$ cat config.mk
export PLATFORM = sky130hd
export DESIGN_NAME = nibble_serial_addsub_ctrl
export DESIGN_NICKNAME = d
export VERILOG_FILES = /design/src/rtl/nibble_serial_addsub_ctrl.sv
export SDC_FILE = /design/constraint.sdc
export NUM_CORES = 1
export LEC_CHECK = 0
export BUFFER_PORTS_ARGS = -buffer_cell sky130_fd_sc_hd__clkbuf_2
export CAP_MARGIN = 20
export CORE_MARGIN = 2
export CORE_UTILIZATION = 49
export DETAILED_ROUTE_END_ITERATION = 8
export HOLD_SLACK_MARGIN = 0.1
export PLACE_DENSITY_LB_ADDON = 0.25
export SKIP_CTS_REPAIR_TIMING = 1
export SLEW_MARGIN = 25
export SYNTH_ARGS = -nofsm -noshare
export SYNTH_HDL_FRONTEND = slang
export SYNTH_SLANG_ARGS = --single-unit
$ cat constraint.sdc
create_clock -name i_clk -period 2.3 [get_ports i_clk]
set_input_delay 0.23 -clock i_clk [delete_from_list [all_inputs] [get_ports i_clk]]
set_output_delay 0.23 -clock i_clk [all_outputs]
set_load 0.05 [all_outputs]
$ cat src/rtl/nibble_serial_addsub_ctrl.sv
// Serial multi-nibble add/subtract sequencer driving a single 4-bit slice, LS nibble first.
// Optional macro ADDSUB_OVERFLOW_EN enables signed-overflow detection; otherwise o_overflow is tied to 0.
module nibble_serial_addsub_ctrl #(
    parameter int unsigned NIBBLES = 4
) (
    input  logic                   i_clk,
    input  logic                   i_reset,
    input  logic                   i_start,
    input  logic                   i_sub,
    input  logic [4*NIBBLES-1:0]   i_op_a,
    input  logic [4*NIBBLES-1:0]   i_op_b,
    output logic                   o_busy,
    output logic                   o_done,
    output logic [4*NIBBLES-1:0]   o_result,
    output logic                   o_carry_out,
    output logic                   o_overflow
);

    localparam int unsigned W     = 4 * NIBBLES;
    localparam int unsigned IDX_W = 3;
    localparam int unsigned SH_W  = IDX_W + 2;

    typedef enum logic [1:0] {
        S_IDLE = 2'd0,
        S_RUN  = 2'd1,
        S_DONE = 2'd2
    } state_t;

    state_t             r_state;
    logic [IDX_W-1:0]   r_idx;
    logic               r_carry;
    logic               r_sub;
    logic [W-1:0]       r_a;
    logic [W-1:0]       r_b;

    logic [SH_W-1:0]    w_sh;
    logic [3:0]         w_a;
    logic [3:0]         w_b;
    logic [4:0]         w_sum;
    logic               w_last;
    logic [W-1:0]       w_mask;
    logic [W-1:0]       w_ins;
    logic               w_ovf;

    // Current nibble slice; B is inverted for subtract, the +1 comes from the seeded carry.
    assign w_sh   = {r_idx, 2'b00};
    assign w_a    = 4'(r_a >> w_sh);
    assign w_b    = 4'(r_b >> w_sh) ^ {4{r_sub}};
    assign w_sum  = 5'(w_a) + 5'(w_b) + 5'(r_carry);
    assign w_last = (r_idx == IDX_W'(NIBBLES - 1));
    assign w_mask = ~(W'(4'hF) << w_sh);
    assign w_ins  = W'(w_sum[3:0]) << w_sh;

`ifdef ADDSUB_OVERFLOW_EN
    // Carry into bit 3 recovered as a3^b3^s3, compared with the carry out of bit 3.
    assign w_ovf = w_a[3] ^ w_b[3] ^ w_sum[3] ^ w_sum[4];
`else
    assign w_ovf = 1'b0;
`endif

    always_ff @(posedge i_clk or posedge i_reset) begin
        if (i_reset) begin
            r_state     <= S_IDLE;
            r_idx       <= '0;
            r_carry     <= 1'b0;
            r_sub       <= 1'b0;
            r_a         <= '0;
            r_b         <= '0;
            o_busy      <= 1'b0;
            o_done      <= 1'b0;
            o_result    <= '0;
            o_carry_out <= 1'b0;
            o_overflow  <= 1'b0;
        end else begin
            case (r_state)
                S_IDLE: begin
                    o_done <= 1'b0;
                    if (i_start) begin
                        r_a      <= i_op_a;
                        r_b      <= i_op_b;
                        r_sub    <= i_sub;
                        r_carry  <= i_sub;
                        r_idx    <= '0;
                        o_result <= '0;
                        o_busy   <= 1'b1;
                        r_state  <= S_RUN;
                    end
                end
                S_RUN: begin
                    o_result <= (o_result & w_mask) | w_ins;
                    r_carry  <= w_sum[4];
                    r_idx    <= r_idx + 1'b1;
                    if (w_last) begin
                        o_carry_out <= w_sum[4];
                        o_overflow  <= w_ovf;
                        o_done      <= 1'b1;
                        r_idx       <= '0;
                        r_state     <= S_DONE;
                    end
                end
                S_DONE: begin
                    o_done  <= 1'b0;
                    o_busy  <= 1'b0;
                    r_state <= S_IDLE;
                end
                default: begin
                    o_done  <= 1'b0;
                    o_busy  <= 1'b0;
                    r_state <= S_IDLE;
                end
            endcase
        end
    end

endmodule

### After elaboration in Yosys (flattened, before gate mapping)

Index checks and enable logic that the tools add are counted.

* register bits: 58
* latch bits: 0
* bits in writable memories: 0
* bits in read-only memories: 0
* bits of input ports: 36
* output and inout bits: 20
* logic and storage cells: 47
* memories: 0

* $add $sub $neg: 3
* $mul: 0
* div/mod/pow operators: 0
* $lt $le $gt $ge: 0
* equal/unequal tests: 4
* shift-type cells: 4
* mux-type cells: 14
* bitwise operators: 5
* reduce and logical (&&, ||, !) cells: 7

Operator list (number)
* one-hot mux 16 bit (2 select lines): 1
* right shift 16 x 5 -> 4 bit: 2
* bitwise AND 16 bit: 1
* two-way mux 16 bit: 1
* inverter 16 bit: 1
* bitwise OR 16 bit: 1
* left shift 4 x 5 -> 16 bit: 1
* left shift 4 x 5 -> 16 bit (first input constant): 1
* AND reduction 2 bit: 5
* two-way mux 3 bit: 2
* one-hot mux 3 bit (2 select lines): 1
* adder 4 x 4 -> 5 bit: 1
* adder 5 x 1 -> 5 bit: 1
* two-way mux 1 bit: 4
* two-way mux 2 bit: 2
* inequality test 2 bit (second input constant): 2
* one-hot mux 1 bit (2 select lines): 2
* one-hot mux 2 bit (2 select lines): 1
* XOR 4 bit: 1
* adder 3 x 1 -> 3 bit (second input constant): 1
* equality test 3 x 2 -> 1 bit (second input constant): 1
* equality test 2 x 1 -> 1 bit (second input constant): 1
* zero test 2 bit: 1
* nonzero test 2 bit: 1
* inverter 1 bit: 1

### Logic depth before layout (Yosys ltp)

Gate-level depths: netlist of run 1.

* depth after elaboration: 7
* depth in mapped cells: 11
* depth with buffers taken out: 9

### Worst setup path before layout of run 1

Ideal clock, no wire load.

* path kind: reg-to-reg
* start: register r_idx[1]
* end: register o_result[13]
* library setup time: 0.122 ns
* arrival: 2.218 ns
* slack: -0.040 ns
* cell stages (with the launch flop): 10
* buffers on the path: 2
* clock period less this slack: 2.340 ns
* path through: dfrtp_1 -> buf_4 -> buf_6 -> mux2i_1 -> o22ai_1 -> xnor2_1 -> fa_1 -> inv_1 -> fa_1 -> a32o_1

* word-level cells in the longest chain between the ends: 7
* elaborated cells on any way between the ends: 11
* those cells by class: 2 x add/sub; 4 x shift; 1 x mux; 4 x bitwise

RTL lines
* start: declaration: RTL line 30 `logic [IDX_W-1:0] r_idx;`
* start signal: assignment: RTL line 92 `r_idx <= r_idx + 1'b1;`
* right shift 16 x 5 -> 4 bit: RTL line 48 `assign w_b = 4'(r_b >> w_sh) ^ {4{r_sub}};`
* XOR 4 bit: RTL line 48
* adder 4 x 4 -> 5 bit: RTL line 49 `assign w_sum = 5'(w_a) + 5'(w_b) + 5'(r_carry);`
* adder 5 x 1 -> 5 bit: RTL line 49
* left shift 4 x 5 -> 16 bit: RTL line 52 `assign w_ins = W'(w_sum[3:0]) << w_sh;`
* bitwise OR 16 bit *: RTL line 90 `o_result <= (o_result & w_mask) | w_ins;`
* one-hot mux 16 bit (2 select lines) *: RTL line 75 `case (r_state)`
* end signal: assignment: RTL line 90
* end: declaration: RTL line 14 `output logic [4*NIBBLES-1:0] o_result,`

Every way passes the cells marked *; elsewhere a longest branch is shown, timed or not.
A chain may end at the register's enable or synchronous reset.

### Worst setup path in the final report of run 1

* start: register r_idx[1]
* end: register r_carry

* word-level cells in the longest chain between the ends: 5
* elaborated cells on any way between the ends: 6
* those cells by class: 2 x add/sub; 2 x shift; 1 x mux; 1 x bitwise

RTL lines
* right shift 16 x 5 -> 4 bit: RTL line 48
* XOR 4 bit: RTL line 48
* adder 4 x 4 -> 5 bit *: RTL line 49
* adder 5 x 1 -> 5 bit *: RTL line 49
* one-hot mux 1 bit (2 select lines) *: RTL line 75
* end signal: assignment: RTL line 82 `r_carry <= i_sub;`
* end signal: assignment: RTL line 91 `r_carry <= w_sum[4];`
* end: declaration: RTL line 31 `logic r_carry;`

Marked as above.

==> results.py, run 1 <==
metrics = {
    "sta": {
        "setup_viol": 1,
        "period_needed_ps": 2321,
        "slew_headroom_pct": 46.60,
        "worst_pin_slew_ps": 801.0,
        "slew_viol_final": 0,
        "finalHoldViolations": 0,
        "setup_ws_ps": -21.42,
        "rsz0062_at_grt": "yes",
        "period_share_pct": 100.9,
        "skew_ps": 9.444,
        "fmax_mhz": 430.8,
    },
    "die": {
        "core-area_um2": 5540,
        "die_area_um2": 6367,
        "rows": 27,
        "die_w_um": 79.80,
        "die_height_um": 79.80,
        "initial_core_util_pct": 50.81,
        "ios": 56,
    },
    "critical_path": {
        "crit_arrival_ps": 2520,
        "cp-end-kind": "flop",
        "worstSetupPathType": "reg2reg",
        "critPathRequiredTime_ps": 2500,
        "critPathLaunchType": "flop",
        "worst-path-max-fanout": 7,
    },
    "synthesis": {
        "synth_top_cell_by_area": "dfrtp_1",
        "synth.area.mux_share_pct": 6.044,
        "syn_area_um2": 2815,
        "ys_seq_area_share_pct": 51.56,
        "yosysTopAreaCellShare_pct": 51.56,
        "synth_xor_area_share_pct": 1.867,
        "synth_area_per_cell_um2": 10.09,
        "synth-main-ff-cell": "dfrtp_1",
        "synth_edf_count": 0,
        "yosys_warnings": 0,
        "synth_simple_gate_area_share_pct": 20.71,
        "synth-seq-cells": 58,
        "ys_top_cells_by_area": "dfrtp_1, nand2_1, mux4_2, ha_1, mux2i_1",
        "synthAdderAreaFrac_pct": 4.533,
        "synth_top_family_by_area": "simple AND/OR/NAND/NOR gates",
        "syn_inst": 279,
        "synth.distinct_cells": 43,
        "synthArstFlopShare_pct": 100.0,
        "synth_fp_nets": 324,
        "synth_compound_area_share_pct": 9.867,
    },
    "finish": {
        "diodes": 0,
        "fillCellCount": 463,
        "fin_nets": 408,
        "drive_gt1_share_pct": 30.52,
        "fin_cells": 439,
        "area_growth_syn_to_layout_pct": 30.84,
    },
    "place": {
        "post-dp-hpwl_um": 4257,
        "gp_congestion": 0.8383,
        "dpl_worst_slack_ps": -224.2,
        "dpl.cell_count": 405,
        "port_buffers": 54,
    },
    "global_routing": {
        "grt_overflow": 0,
        "grt_pass1_vias": 2130,
        "antenna_found_initial": 0,
        "grt_max_degree": 31,
        "grt_pass1_wl_um": 9949,
        "track_usage_pct": 20.75,
    },
    "cts": {
        "cts-root-buf": "clkbuf_8",
        "cts_sinks": 58,
        "htreeDepth": 3,
        "cts_buffers": 9,
        "path_clk_slew_ps": 70,
        "insertion_delay_ps": 330,
        "cts_buffer_depth": 2,
        "cts_tree": "built",
    },
    "min_path": {
        "min-delay-path-class": "in2reg",
    },
    "route": {
        "drc": 0,
        "dr.first_iter.drc_count": 107,
        "antenna_left": 0,
        "vias": 2233,
        "wl_per_cell_um": 14.05,
        "avgViaCountPerCell": 5.087,
        "dr.pass1.iters": 4,
        "routed_wl_um": 6168,
    },
    "power_and_ir_drop": {
        "ir_drop_mv": 0.9732,
        "leakagePower_nw": 1.881,
        "power.density_nw_per_um2": 1776,
    },
    "outcome": {
        "violations": "negative setup slack",
        "status": "finished with violations",
    },
    "flow_run": {
        "cap_violations": 0,
    },
}
cell usage after synthesis, drive strengths merged (3+ instances only):
master	instances
nand2	105
dfrtp	58
buf	13
inv	12
mux2i	8
ha	7
o2bb2ai	6
and2	5
nor2	5
a21oi	4
a22o	4
mux4	4
o22ai	4
o31ai	4
xor2	4
a311o	3
a31oi	3
nand3	3
where the power goes:
part	switching (W)	internal (W)	total [W]
Sequential	0.000297	0.00147	0.00177
Combinational	0.00218	0.00162	0.00381
Clock	0.000383	0.000582	0.000965
Total	0.00286	0.00368	0.00654
final cells by class:
type / count / area, µm² / share of cell area (%)
Sequential cell: 58 / 1453 / 39.44
Tap cell: 72 / 90.09 / 2.446
Inverter: 12 / 45.04 / 1.223
Clock inverter: 2 / 35.03 / 0.9511
Timing Repair Buffer: 86 / 568.0 / 15.42
Multi-Input combinational cell: 196 / 1324 / 35.94
Clock buffer: 13 / 168.9 / 4.586
cells in the final DEF, fill, tap and decap left out, types with 3 or more instances in the layout:
cell type | Yosys | final
nor2_1 | 5 | 5
mux4_2 | 4 | 4
o22ai_2 | 0 | 3
xor2_1 | 4 | 4
mux2i_1 | 8 | 8
clkbuf_8 | 0 | 12
o2bb2ai_1 | 6 | 4
a311o_1 | 3 | 3
clkbuf_2 | 0 | 54
ha_1 | 7 | 6
nand2_1 | 105 | 104
nand3_1 | 3 | 3
buf_4 | 6 | 13
a22o_1 | 4 | 4
and2_1 | 5 | 4
o31ai_2 | 1 | 4
dlygate4sd3_1 | 0 | 18
a31oi_1 | 3 | 3
inv_1 | 12 | 10
dfrtp_1 | 58 | 57
layer usage:
layer	vias to the layer above	global-route usage [%]	wire (µm)
met5	-	0	0
met4	0	7.966	67
met3	7	6.335	244
met2	57	32.18	3067
met1	1069	27.44	2789
li1	1100	-	-
metrics by stage:
| stage | hold WS, ps | setup TNS (ps) | util, % | instance area [µm²] | power, W |
|---|---|---|---|---|---|
| detailed placement | 333.0 | -1698 | 57.59 | 3191 | 0.004988 |
| finish | 83.83 | -21.42 | 66.49 | 3684 | 0.006541 |
| global placement | 326.0 | -762.4 | 57.59 | 3191 | 0.004921 |
| CTS | -29.02 | -1932 | 61.27 | 3395 | 0.005969 |
| global route | 100.5 | -448.4 | 66.49 | 3684 | 0.007013 |
| floorplan | 335.4 | -19.90 | - | 2825 | 0.004201 |
final timing paths:
kind | start | end | slack [ps] | cells past startpoint
setup / recovery | r_idx[1]$_DFFE_PP0P_ | r_carry$_DFFE_PP0P_ | -20 | 8
hold / removal | i_op_b[4] | r_b[4]$_DFFE_PP0P_ | 80 | 3
setup reg to reg | r_idx[1]$_DFFE_PP0P_ | r_carry$_DFFE_PP0P_ | -20 | 8
hold reg to reg | r_a[5]$_DFFE_PP0P_ | r_a[5]$_DFFE_PP0P_ | 470 | 2
max in group asynchronous | i_reset | r_sub$_DFFE_PP0P_ | 1200 | 4
min in group asynchronous | i_reset | r_b[1]$_DFFE_PP0P_ | 520 | 3
worst max-delay path: stages (launching register included):
cell and delay, ps:
dfrtp_2 480, mux4_2 540, nand2_2 100, fa_2 220
inv_2 40, fa_2 360, a21o_1 210, a21oi_2 150
o211ai_1 100
cells by family (layout without fill, tap and decap cells):
kind of cell,Yosys count,in the layout
xor+xnor,6,6
other cells,1,1
compound gates,36,36
flops,58,58
buf+inv,25,113
simple gates,132,132
fa+ha+maj,9,9
mux,12,12
state kept, by name (all words and copies together), names as in the netlist:
signal / count
r_b: 16
r_state: 2
o_busy: 1
o_done: 1
r_carry: 1
r_a: 16
r_idx: 3
o_carry_out: 1
r_sub: 1
o_result: 16
Power figures use the tool's default switching activity.
==> run 2: changes to the inputs <==
--- a/config.mk
+++ b/config.mk
@@ -7,8 +7,10 @@
 export LEC_CHECK = 0
 export BUFFER_PORTS_ARGS = -buffer_cell sky130_fd_sc_hd__clkbuf_2
 export CAP_MARGIN = 20
+export CELL_PAD_IN_SITES_DETAIL_PLACEMENT = 1
+export CELL_PAD_IN_SITES_GLOBAL_PLACEMENT = 1
 export CORE_MARGIN = 2
-export CORE_UTILIZATION = 49
+export CORE_UTILIZATION = 38
 export DETAILED_ROUTE_END_ITERATION = 8
 export HOLD_SLACK_MARGIN = 0.1
 export PLACE_DENSITY_LB_ADDON = 0.25
==> run 2 against run 1 <==
  * The run still ends with negative setup slack left
  * Sequential cell count unchanged
  * Via count grew 0.58%
  * Count of clock-buffer cells in the layout is 1 higher
  * Clock power is 1% lower
  * Routed wire length up 14%
  * Cell count rose by 4.8%
  * Largest power group unchanged
==> results.py, run 2 (synthesis results as in run 1) <==
metrics = {
    "power_and_ir_drop": {
        "p_comb_share_pct": 57.7,
        "internal_power_w": 0.003578,
        "leakagePower_nw": 1.846,
        "clkPwrFrac_pct": 14.8,
        "ir_drop_mv": 0.6530,
        "switching_share_pct": 44.67,
        "netSwitchingPower_w": 0.002889,
        "pwr-share-seq_pct": 27.5,
        "power.density_nw_per_um2": 1799,
    },
    "cts": {
        "insertion_delay_ps": 330,
        "cts_buffers": 9,
        "cts-root-buf": "clkbuf_8",
        "cts_tree": "built",
        "path_clk_slew_ps": 70,
        "htreeDepth": 3,
        "cts_buffer_depth": 2,
        "cts_sinks": 58,
    },
    "die": {
        "die_area_um2": 8113,
        "ios": 56,
        "initial_core_util_pct": 39.02,
        "rows": 31,
        "die_w_um": 90.07,
        "die_height_um": 90.07,
        "core-area_um2": 7214,
    },
    "global_routing": {
        "grt_pass1_vias": 2398,
        "grt_overflow": 0,
        "track_usage_pct": 18.34,
        "grt_pass1_wl_um": 11940,
        "antenna_found_initial": 0,
        "grt_max_degree": 59,
    },
    "sta": {
        "worst_pin_slew_ps": 738.7,
        "skew_ps": 9.866,
        "rsz0062_at_grt": "yes",
        "setup_ws_ps": -22.24,
        "finalHoldViolations": 0,
        "period_share_pct": 101.0,
        "tns_ps": -61.16,
        "slew_headroom_pct": 50.75,
        "fmax_mhz": 430.6,
        "period_needed_ps": 2322,
        "slew_viol_final": 0,
        "setup_viol": 4,
    },
    "finish": {
        "drive_gt1_share_pct": 30.75,
        "layout.cells.most_common": "nand2_1",
        "area_growth_syn_to_layout_pct": 27.69,
        "fillCellCount": 844,
        "fin_cells": 460,
        "diodes": 0,
        "layout_common_cells": "nand2_1, dfrtp_1, clkbuf_2, buf_4",
        "reg_top3": "o_result x16, r_a x16, r_b x16",
        "fin_nets": 401,
    },
    "outcome": {
        "status": "finished with violations",
        "violations": "negative setup slack",
    },
    "critical_path": {
        "r2r_end": "o_result[13]$_DFFE_PP0P_",
        "critPathLaunchType": "flop",
        "worstSetupPathType": "reg2reg",
        "r2r_slack_ps": -20,
        "critPathRequiredTime_ps": 2510,
        "critPathLaunch": "r_idx[1]$_DFFE_PP0P_",
        "worst-path-max-fanout": 6,
        "reg2reg_from": "r_idx[1]$_DFFE_PP0P_",
        "r2r_cells": 8,
        "crit_end": "o_result[13]$_DFFE_PP0P_",
        "crit_arrival_ps": 2530,
        "cp-end-kind": "flop",
    },
    "route": {
        "routed_wl_um": 7001,
        "antenna_left": 0,
        "wl_per_cell_um": 15.22,
        "avgViaCountPerCell": 4.883,
        "vias": 2246,
        "dr.pass1.iters": 4,
        "dr.first_iter.drc_count": 85,
        "drc": 0,
    },
    "place": {
        "post-dp-hpwl_um": 5068,
        "gp_congestion": 0.8300,
        "port_buffers": 54,
        "dpl.cell_count": 436,
    },
    "min_path": {
        "min-delay-path-class": "in2async",
    },
    "flow_run": {
        "cap_violations": 0,
    },
}
-- run 2: worst min path at each step --
stage,from,endpoint,slack (ps),cells past startpoint
floorplan,i_op_a[0],r_a[0]$_DFFE_PP0P_,340,2
global placement,i_op_a[14],r_a[14]$_DFFE_PP0P_,420,3
detailed placement,i_op_b[1],r_b[1]$_DFFE_PP0P_,430,3
CTS,i_op_b[15],r_b[15]$_DFFE_PP0P_,80,3
global route,i_op_b[5],r_b[5]$_DFFE_PP0P_,100,3
finish,i_reset,r_idx[1]$_DFFE_PP0P_,80,3
-- run 2: cell type report --
type / count / area [µm²] / area share [%]
timing repair buffer: 79 / 489.2 / 13.61
inverter: 12 / 45.04 / 1.253
clock buffer: 14 / 162.7 / 4.525
clock inverter: 2 / 35.03 / 0.9746
tap: 99 / 123.9 / 3.446
multi-input combinational: 196 / 1286 / 35.78
sequential: 58 / 1453 / 40.41
-- run 2: metal layers --
| layer | global-route usage [%] | vias up | routed length [µm] |
|---|---|---|---|
| met5 | 0 | - | 0 |
| met4 | 6.538 | 0 | 107 |
| met3 | 3.688 | 9 | 256 |
| met2 | 29.82 | 47 | 3378 |
| met1 | 24.47 | 1097 | 3258 |
| li1 | - | 1093 | - |
-- run 2: per-stage QoR --
step	hold WS, ps	total power (W)	area (µm²)	utilization (%)	worst slack [ps]
2_1_floorplan	335.4	0.004201	2825	-	-9.951
3_3_place_gp	422.3	0.005031	3242	44.94	-260.5
3_5_place_dp	428.5	0.005189	3242	44.94	-349.5
4_1_cts	77.92	0.006165	3440	47.68	-361.3
5_1_grt	100.9	0.006958	3595	49.83	-102.6
6_report	84.37	0.006467	3595	49.83	-22.24
-- run 2: worst max-delay path, cell delays in order (launching register included) --
cell	delay [ps]
dfrtp_2	450
buf_12	150
mux2i_1	170
o22ai_2	110
xnor2_2	150
fa_2	350
inv_1	80
fa_2	480
a32o_1	270
-- run 2: power groups by stage --
stage               clock network, W  logic [W]  registers [W]
floorplan                          0    0.00213        0.00207
global placement                   0    0.00323        0.00180
detailed placement                 0    0.00338        0.00181
CTS                         0.000974    0.00339        0.00180
global route                 0.00102    0.00409        0.00184
finish                      0.000954    0.00373        0.00178
